[src/rtl/fetch_align.sv]
// fetch_align
// -----------
// Instruction-fetch stage feeding the IF/ID pipeline register. It issues
// word-aligned requests to instruction memory, one at a time, and
// reassembles the returned 32-bit words into whole instructions. 16-bit
// compressed instructions and 32-bit instructions that straddle a word
// boundary are both handled. Every empty slot goes to decode as a bubble
// (ins = 0). Branch and trap redirects restart fetch at a new address.
//
// Ports
//   clk, Rst         clock and asynchronous active-high reset
//   hz, dbg,         hold sources; while any is set the IF/ID outputs keep
//   mem_hold,        their values
//   f_stall
//   branch, branoff  decode's taken branch and its absolute target
//   trigger_trap,    trap entry/return and its target (ignored under dbg)
//   trap_addr
//   imem_req         one-cycle request strobe (registered)
//   imem_addr        word-aligned request address (registered)
//   imem_rdata       returned word
//   imem_valid       imem_rdata is valid this cycle
//   ins              IF/ID instruction; compressed ones sit in [15:0]
//   comp_sig         ins is a 16-bit instruction
//   IF_ID_pres_addr  address of ins
module fetch_align #(
  parameter int                ADDR_W   = 32,
  parameter logic [ADDR_W-1:0] RESET_PC = '0
) (
  input  logic              clk,
  input  logic              Rst,
  input  logic              hz,
  input  logic              dbg,
  input  logic              mem_hold,
  input  logic              f_stall,
  input  logic              branch,
  input  logic [ADDR_W-1:0] branoff,
  input  logic              trigger_trap,
  input  logic [ADDR_W-1:0] trap_addr,
  output logic              imem_req,
  output logic [ADDR_W-1:0] imem_addr,
  input  logic [31:0]       imem_rdata,
  input  logic              imem_valid,
  output logic [31:0]       ins,
  output logic              comp_sig,
  output logic [ADDR_W-1:0] IF_ID_pres_addr
);

  // Fetch state
  logic [ADDR_W-1:0] pc;      // address of the next instruction to emit
  logic [15:0]       hbuf;    // upper halfword of the last word, at {pc[W-1:2],2'b10}
  logic              hbuf_v;
  logic [31:0]       wbuf;    // one staged memory response
  logic              wbuf_v;
  logic              pend;    // a request is outstanding
  logic              drop;    // the outstanding response belongs to an abandoned path

  // Hold and redirect decode
  logic              hold;
  logic              take_trap;
  logic              take_branch;
  logic              redirect;
  logic [ADDR_W-1:0] target;
  logic              resp;

  assign hold        = hz | dbg | mem_hold | f_stall;
  assign take_trap   = trigger_trap & ~dbg;
  assign take_branch = branch & ~hold & ~take_trap;
  assign redirect    = take_trap | take_branch;
  assign target      = take_trap ? trap_addr : branoff;
  assign resp        = imem_valid & pend;

  // A halfword starts a compressed instruction unless its low bits are 2'b11
  logic lo_comp;
  logic hb_comp;
  assign lo_comp = (wbuf[1:0] != 2'b11);
  assign hb_comp = (hbuf[1:0] != 2'b11);

  logic [ADDR_W-1:0] word_pc;
  logic [ADDR_W-1:0] word_next;
  assign word_pc   = {pc[ADDR_W-1:2], 2'b00};
  assign word_next = word_pc + ADDR_W'(4);

  // Which word (if any) the instruction at pc still needs. A staged word
  // always covers the current need, so nothing is requested while wbuf_v.
  logic              need;
  logic [ADDR_W-1:0] need_addr;
  logic              issue;

  always_comb begin
    need      = 1'b0;
    need_addr = word_pc;
    if (!wbuf_v) begin
      if (!pc[1]) begin
        need = 1'b1;                  // aligned start: word at pc
      end else if (!hbuf_v) begin
        need = 1'b1;                  // odd start after redirect: word holding pc
      end else if (!hb_comp) begin
        need      = 1'b1;             // straddling 32-bit: following word
        need_addr = word_next;
      end
    end
  end

  // A request decided from pre-redirect state would fetch the wrong path
  assign issue = need & ~pend & ~redirect;

  // Instruction assembly from hbuf/wbuf
  logic              emit;
  logic [31:0]       emit_ins;
  logic              emit_comp;
  logic [ADDR_W-1:0] pc_inc;
  logic              hbuf_load;
  logic [15:0]       hbuf_load_val;
  logic              hbuf_clr;
  logic              wbuf_clr;

  always_comb begin
    emit          = 1'b0;
    emit_ins      = 32'h0;
    emit_comp     = 1'b0;
    pc_inc        = '0;
    hbuf_load     = 1'b0;
    hbuf_load_val = wbuf[31:16];
    hbuf_clr      = 1'b0;
    wbuf_clr      = 1'b0;
    if (!pc[1]) begin
      if (wbuf_v) begin
        emit     = 1'b1;
        wbuf_clr = 1'b1;
        if (lo_comp) begin
          emit_ins  = {16'h0, wbuf[15:0]};
          emit_comp = 1'b1;
          pc_inc    = ADDR_W'(2);
          hbuf_load = 1'b1;           // upper half is the next instruction start
        end else begin
          emit_ins = wbuf;
          pc_inc   = ADDR_W'(4);
        end
      end
    end else if (hbuf_v) begin
      if (hb_comp) begin
        emit      = 1'b1;
        emit_ins  = {16'h0, hbuf};
        emit_comp = 1'b1;
        pc_inc    = ADDR_W'(2);
        hbuf_clr  = 1'b1;
      end else if (wbuf_v) begin
        emit      = 1'b1;
        emit_ins  = {wbuf[15:0], hbuf};
        pc_inc    = ADDR_W'(4);
        hbuf_load = 1'b1;             // leftover upper half stays buffered
        wbuf_clr  = 1'b1;
      end
    end else if (wbuf_v) begin
      // Odd redirect target: the low half of the word precedes pc and is dropped
      hbuf_load = 1'b1;
      wbuf_clr  = 1'b1;
    end
  end

  always_ff @(posedge clk or posedge Rst) begin
    if (Rst) begin
      pc              <= RESET_PC;
      hbuf            <= 16'h0;
      hbuf_v          <= 1'b0;
      wbuf            <= 32'h0;
      wbuf_v          <= 1'b0;
      pend            <= 1'b0;
      drop            <= 1'b0;
      imem_req        <= 1'b0;
      imem_addr       <= '0;
      ins             <= 32'h0;
      comp_sig        <= 1'b0;
      IF_ID_pres_addr <= '0;
    end else begin
      imem_req <= issue;
      if (issue) begin
        imem_addr <= need_addr;
      end

      if (redirect) begin
        pc       <= target & {{(ADDR_W-1){1'b1}}, 1'b0};
        hbuf_v   <= 1'b0;
        wbuf_v   <= 1'b0;
        ins      <= 32'h0;
        comp_sig <= 1'b0;
        if (resp) begin
          // The stale word lands right now: discard it and close the request
          pend <= 1'b0;
          drop <= 1'b0;
        end else begin
          drop <= pend;
        end
      end else begin
        if (!hold) begin
          if (emit) begin
            ins             <= emit_ins;
            comp_sig        <= emit_comp;
            IF_ID_pres_addr <= pc;
          end else begin
            ins      <= 32'h0;
            comp_sig <= 1'b0;
          end
          pc <= pc + pc_inc;
          if (hbuf_load) begin
            hbuf   <= hbuf_load_val;
            hbuf_v <= 1'b1;
          end else if (hbuf_clr) begin
            hbuf_v <= 1'b0;
          end
          if (wbuf_clr) begin
            wbuf_v <= 1'b0;
          end
        end

        // Responses are accepted regardless of hold and staged in wbuf
        if (issue) begin
          pend <= 1'b1;
        end else if (resp) begin
          pend <= 1'b0;
          drop <= 1'b0;
          if (!drop) begin
            wbuf   <= imem_rdata;
            wbuf_v <= 1'b1;
          end
        end
      end
    end
  end

endmodule
[config.mk]
export PLATFORM = sky130hd
export DESIGN_NAME = fetch_align
export DESIGN_NICKNAME = d
export VERILOG_FILES = /design/src/rtl/fetch_align.sv
export SDC_FILE = /design/constraint.sdc
export NUM_CORES = 1
export LEC_CHECK = 0
export BUFFER_PORTS_ARGS = -buffer_cell sky130_fd_sc_hd__buf_2
export CAP_MARGIN = 20
export CELL_PAD_IN_SITES_DETAIL_PLACEMENT = 1
export CELL_PAD_IN_SITES_GLOBAL_PLACEMENT = 1
export CORE_UTILIZATION = 45
export CTS_CLUSTER_SIZE = 24
export DETAILED_ROUTE_END_ITERATION = 6
export MAX_ROUTING_LAYER = met4
export PLACE_DENSITY_LB_ADDON = 0.1
export SYNTH_ARGS = -nofsm -noshare
export SYNTH_HDL_FRONTEND = slang
export SYNTH_SLANG_ARGS = --single-unit
export TNS_END_PERCENT = 1
[constraint.sdc]
create_clock -name clk -period 8.7 [get_ports clk]
set_input_delay 0.435 -clock clk [delete_from_list [all_inputs] [get_ports clk]]
set_output_delay 0.435 -clock clk [all_outputs]
set_load 0.01 [all_outputs]
# After elaboration in Yosys (flattened, before gate mapping)
# Index checks and enable logic that the tools add are counted.
# W data, S select, Z words.
[op_classes]
multipliers = 0
magnitude_cmp = 0
shifts = 0
eq_ne = 4
div = 0
n_bitwise = 17
mux = 59
n_addsub = 2
reduce_logical = 7
[ops]
columns = ["op", "count"]
rows = [
  ["$mux W32", 17],
  ["$mux W1", 37],
  ["$add A32 B3 Y32 const B", 1],
  ["$add A32 B32 Y32", 1],
  ["$mux W3", 5],
  ["$not A1 Y1", 7],
  ["$and A1 B1 Y1", 6],
  ["$ne A2 B2 Y1 const B", 3],
  ["$reduce_and A3 Y1", 2],
  ["$or A1 B1 Y1", 4],
  ["$reduce_and A2 Y1", 2],
  ["$reduce_and A4 Y1", 1],
  ["$reduce_bool A3 Y1", 1],
  ["$ne A2 B1 Y1 const B", 1],
  ["$reduce_bool A2 Y1", 1],
]
[totals]
memories = 0
reg_bits = 182
mem_bits_ro = 0
latchBits = 0
out_inout_bits = 98
elab_cells = 101
mem_bits_rw = 0
in_bits = 105

# Depth between registers and ports, before layout
# Gate-level depths: netlist of run 1.
[depth]
depth_word = 11
mapped_depth = 13
mapped_depth_nobuf = 11

# Least setup slack after synthesis of run 1
# Ideal clock, no wire load.
[synth_timing]
kind = "register to register"
from = "reg pc[1]"
to = "reg pc[31]"
setup_slack_ps = 5615
arrival_ps = 3016
setup_time_ps = 69
stages_incl_launch_ff = 13
required_ps = 8631
path_buffers = 3
synth_period_minus_slack_ps = 3085
cell_sequence = "dfrtp_1 > buf_2 > and3_1 > and3_1 > clkbuf_1 > clkbuf_1 > or2_2 > fa_1 > inv_1 > nor4_2 > nand3_1 > or3_1 > nand3_1"
[synth_between]
elab_chain_cells = 4
[synth_lines]
columns = ["item", "line", "rtl"]
rows = [
  ["from (decl)", "49", "logic [ADDR_W-1:0] pc;"],
  ["from (signal assigned)", "182", "pc <= target & {{(ADDR_W-1){1'b1}}, 1'b0};"],
  ["from (signal assigned)", "204", "pc <= pc + pc_inc;"],
  ["$mux W32", "126", "if (!pc[1]) begin"],
  ["$add A32 B32 Y32 *", "204", ""],
  ["$mux W32 *", "195", "if (!hold) begin"],
  ["$mux W32 *", "181", "if (redirect) begin"],
]
# Every way passes the cells marked *; elsewhere a longest branch is shown, timed or not. The select of a mux whose other input is x is not followed.
# A chain may end at the register's enable or synchronous reset.

# Final worst setup path of run 1
[layout_timing]
from = "reg pc[1]"
to = "reg pc[15]"
# The elaborated chain is that of the path after synthesis.

==> out/qor.csv, run 1 <==
metric,value,unit
outcome,completed,
Critical R2R Capture,pc[15],
Least-Margin Pin Slew,1.14,ns
critical path type,flip-flop to flip-flop,
Clock Path Buffers,2,
max-cap check violation count,0,
cells on worst reg2reg path,9,
Die ar.,0.0202,mm2
I/O Pins,203,
wire length of the first global-routing pass,42400,um
Worst R2R Setup Slack,4.79,ns
Initial DRC Count,423,
Post-DP HPWL,19000,um
post-synthesis async set-or-reset flop share,100,%
worst hold start,imem_valid,
router iterations before antenna repair,5,
final setup margin,4.79,ns
Synth area leader,dfrtp_1,
Worst Hold End,pend,
Synth top area share,50.5,%
H-tree levels,4,
row cnt,50,
area occupied by multi-input gates,0.00396,mm2
"EDFF count, synth",0,
"Power, Total",2.73,mW
Fin Setup TNS,0,ns
CTS Buf Count,17,
DIE HEIGHT,142,um
Die X,142,um
hold path cells,2,
"Req. time, crit path",9.07,ns
Crit Path Max Fanout,17,
CTS tree,done,
Worst-Skew Late Latency,0.44,ns
fraction of layout cells with a size suffix above 1,31.5,%
syn_area_per_cell,10.1,um2
fin crit share,44.9,%
Syn Inst Count,870,
register area,0.00445,mm2
main flop type after synthesis,dfrtp_1,
# DRC,0,
crit path time final,3.91,ns
Yosys warning total,0,
clock root buffer,clkbuf_16,
initial antenna violation count,2,
via count,7421,
Num Clock Sinks,178,
Area contributors post-synth,"dfrtp_1 (50%), mux2_2 (8.2%), o21ai_0 (5.6%)",
Hold Crit Class,input pin to flip-flop,
crit end category,flip-flop,
PortBufs,197,
clock transition at the registers of the reported paths,0.07,ns
area of the mapped netlist,0.00882,mm2
GRT Total Usage,28.8,%
CTS resizes,0,
Place WS,4.91,ns
Final Setup Violations,0,
Fin. Hold Viols,0,
Post-Route WL,27100,um
Worst setup SP type,flip-flop,
Layout area overhead,19.0,%
final layout net count,1137,
fillcell total,2182,
RSZ-0062 raised after global routing,false,
PwrDens,260,mW/mm2
grt ovf,0,
ANT nets after route,0,
GP Congestion,0.928,
Worst IR Drop VDD,0.000159,V
Placed Area,0.00988,mm2
number of global-route vias before repair,7611,
fin area,0.0105,mm2
relative slew slack,23.4,%
Leakage,4.94,nW
CP arrival,4.28,ns
Final Max Slew Viols,0,
vias per cell,5.69,
Clock Skews,0.0104,ns
fmax,256,MHz
"Seq/Total Area, Yosys",50.5,%
core footprint,0.0190,mm2
DR WL/cell,20.8,um
#FFs+latches synth,178,
post-synth cell types,67,
worst flop-to-flop path startpoint,pc[1],
largest net degree at the start of global routing,109,
initial core utilization,46.5,%
## registers in the layout (all words and copies together), names as in the netlist
| signal | cells |
|---|---|
| IF_ID_pres_addr | 31 |
| comp_sig | 1 |
| drop | 1 |
| hbuf | 16 |
| hbuf_v | 1 |
| imem_addr | 30 |
| imem_req | 1 |
| ins | 32 |
| pc | 31 |
| pend | 1 |
| wbuf | 32 |
| wbuf_v | 1 |
## layout by cell type, fill, tap and decap left out, types with 5 or more instances in the layout
master and n:
a22o_1 8, mux2_2 64, mux2_4 10, a222oi_1 6, a21oi_1 44, clkbuf_16 17, inv_1 17, or3_1 6
nand2b_1 5, dfrtp_1 178, and3_1 17, buf_4 11, nand2_1 107, xor2_1 10, o311ai_0 6, o21ai_0 98
xnor2_1 17, nor2_1 35, mux2i_1 5, nor4_1 7, a31oi_1 9, inv_6 6, a22oi_1 23, nor3_1 12
nand4_1 16, buf_2 197, inv_8 5, nand3_1 28
## cells in the mapped netlist (17+ instances only)
master	instances
a22oi_1	23
nand2_1	107
o21ai_0	98
inv_1	18
a21oi_1	44
nand3_1	28
mux2_2	64
xnor2_1	17
nor2_1	35
and3_1	17
buf_2	17
dfrtp_1	178
clkbuf_1	44
## where the power goes
part | switching [mW] | internal, mW
logic | 0.369 | 0.316
registers | 0.230 | 1.06
clock network | 0.370 | 0.390
## per-layer routing
| metal | share of wire, % | track usage, % | wire, um |
|---|---|---|---|
| met1 | 40 | 32.9 | 10800 |
| met2 | 54 | 51.1 | 14600 |
| met3 | 4.6 | 5.25 | 1240 |
| met4 | 1.9 | 9.00 | 510 |
| met5 | 0 | - | 0 |
## how the worst max path moves through the flow
stage / from / to / cells after the start
after floorplan: Rst / IF_ID_pres_addr[10] / 1
after global placement: pc[1] / pc[31] / 9
after detailed placement: pc[1] / pc[31] / 9
after CTS: pc[1] / pc[15] / 9
after global routing: pc[1] / pc[15] / 9
final: pc[1] / pc[15] / 9
## layout make-up
class | count | share of cell area, %
Antenna cell | 3 | 0.0715
Clock buffer | 19 | 4.22
Clock inverter | 13 | 1.24
Inverter | 18 | 0.691
Multi-Input combinational cell | 603 | 37.7
Sequential cell | 178 | 42.4
Tap cell | 260 | 3.10
Timing Repair Buffer | 210 | 10.5
## timing repair
action                    in CTS  in global routing
hold buffers                   0                  1
setup buffers                  0                  0
hold endpoints to repair       0                 12
## stage by stage
step	hold WS, ns	utilization, %	instances
floorplan	0.473	-	872
global placement	0.457	52.1	1267
detailed placement	0.467	52.1	1267
CTS	0.205	55.1	1299
global route	0.209	55.4	1303
finish	0.215	55.4	1304
## kinds of logic after synthesis
| kind of cell | count (synthesis) | synth area share [%] |
|---|---|---|
| simple gates | 264 | 15.1 |
| compound gates | 225 | 15.6 |
| flops | 178 | 50.5 |
| buf+inv | 91 | 4.81 |
| mux | 80 | 10.6 |
| xor+xnor | 27 | 2.68 |
| fa+ha+maj | 4 | 0.652 |
| other cells | 1 | 0.0425 |
## worst max-delay path, cell delays in order, from the launching register on
cell and delay (ns):
dfrtp_1 0.55, and3_1 0.28, and3_1 0.70, or2_2 0.26, fa_1 0.25, inv_1 0.15, nor4_2 0.78, nand3_1 0.27
o31ai_1 0.40, a22o_1 0.20
Power figures use the tool's default switching activity.
==> inputs of run 2 (changes only) <==
- CORE_UTILIZATION: 45 -> 38
- clock period: 8.7 -> 3.3 ns (I/O delays scaled with it)
==> out/qor.csv, run 2 (synthesis results as in run 1) <==
metric,value,unit
outcome,"complete, but fails checks",
violated checks,hold timing,
crit end category,flip-flop,
row cnt,55,
initial antenna violation count,3,
"Slowest-stage cell, CP",dfrtp_1,
fillcell total,2605,
Die X,154,um
number of global-route vias before repair,8084,
ANT nets after route,0,
"commonest cells after routing, fill and taps aside","buf_2 (197), dfrtp_1 (178), nand2_1 (107), o21ai_0 (98), mux2_2 (64)",
largest net degree at the start of global routing,179,
biggest regs,"ins (32), wbuf (32)",
PwrDens,660,mW/mm2
clock transition at the registers of the reported paths,0.07,ns
Clock Skews,0.0194,ns
Clock Path Buffers,2,
GRT Total Usage,25.6,%
critical path type,flip-flop to flip-flop,
Num Clock Sinks,178,
CP Launch Point,pc[1],
initial core utilization,38.8,%
DR WL/cell,20.6,um
router iterations before antenna repair,4,
Fin Setup TNS,0,ns
Leakage,5.16,nW
GP Congestion,0.833,
CTS tree,done,
Final Setup Violations,0,
vias per cell,5.49,
core footprint,0.0227,mm2
"leading cell type in the layout, fill and taps excluded",buf_2,
crit path time final,2.89,ns
Worst IR Drop VDD,0.000313,V
Slowest Stage Delay on Critical Path,0.54,ns
Final Max Slew Viols,0,
Worst-Skew Late Latency,0.45,ns
Initial DRC Count,414,
wire length of the first global-routing pass,45300,um
DIE HEIGHT,154,um
Layout area overhead,24.5,%
worst flop-to-flop path startpoint,pc[1],
Crit path max-delay family,simple AND/OR/NAND/NOR gates,
PortBufs,197,
I/O Pins,203,
Fin. Hold Viols,20,
final setup margin,0.415,ns
Hold Crit Class,input pin to async pin,
Die ar.,0.0238,mm2
Crit Path Max Fanout,11,
clock root buffer,clkbuf_16,
final layout net count,1188,
Place WS,0.452,ns
grt ovf,0,
fraction of layout cells with a size suffix above 1,31.8,%
max-cap check violation count,0,
H-tree levels,4,
Worst setup SP type,flip-flop,
relative slew slack,31.1,%
CP arrival,3.25,ns
fmax,347,MHz
RSZ-0062 raised after global routing,false,
# DRC,0,
Post-DP HPWL,19800,um
CTS Buf Count,17,
"Req. time, crit path",3.67,ns
Post-Route WL,28400,um
worst path bufs/invs,2,
fin crit share,87.4,%
Least-Margin Pin Slew,1.03,ns
post-layout util,48.4,%
worst path cell trace,nand2_1 > a21oi_1 > a21oi_1 > inv_1 > ha_1 > fa_1 > inv_1 > nor4_2 > nand3_1 > or3_1 > nand3_1,
via count,7578,
WHS,-0.0163,ns
run 2: changes by cell type in the layout (fill, tap and decap cells not counted), moves of 4 or more:
cell / before / now
dlygate4sd3_1: 1 / 33
buf_4: 11 / 30
clkinv_4: 1 / 5
inv_6: 6 / 2
run 2: power breakdown:
group	leakage, nW	internal [mW]	switching, mW
logic	2.58	0.884	1.02
registers	2.30	2.79	0.548
clock network	0.285	1.03	0.981
run 2: final cells by class:
type	instances	area, um2	area share (%)
antenna	3	7.51	0.0683
timing repair buffer	261	1560	14.2
tap	285	357	3.25
sequential	178	4450	40.5
multi-input combinational	603	3960	36.0
clock buffer	19	443	4.03
inverter	18	71.3	0.649
clock inverter	13	134	1.22
run 2: timing repair:
action | 4_1_cts | 5_1_grt
resized for setup | 0 | 0
setup buffers | 0 | 0
hold endpoints to repair | 33 | 0
hold buffers | 33 | 0
run 2: path summary, 6_finish.rpt:
path                                             to  slack (ns)  cells past startpoint
worst min register to register  IF_ID_pres_addr[25]        0.48                      2
worst max register to register               pc[31]        0.41                     11
min in group clk                              pc[2]        0.02                      3
max in group asynchronous                   wbuf[5]        2.53                      3
worst min-delay path                         pc[11]       -0.02                      3
worst max-delay path                         pc[31]        0.41                     11
run 2: through the flow:
step | cell area [um2] | hold WS [ns] | power (mW) | cells
after floorplan | 8830 | 0.261 | 4.47 | 872
after global placement | 10100 | 0.369 | 5.22 | 1312
after detailed placement | 10100 | 0.374 | 5.28 | 1312
after CTS | 11000 | 0.0144 | 7.34 | 1377
after global routing | 11000 | 0.0301 | 7.68 | 1380
final | 11000 | -0.0163 | 7.25 | 1380
run 2: tightest hold or removal path: cells and delay by family:
family / cells / cell delay [ns]
buf+inv: 3 / 0.80
run 2: per-layer routing:
metal	wire [um]	global-route usage, %	vias to the layer above
met2	15200	46.4	155
li1	-	-	3552
met5	0	-	-
met3	1110	4.90	26
met4	361	6.08	0
met1	11700	29.0	3845
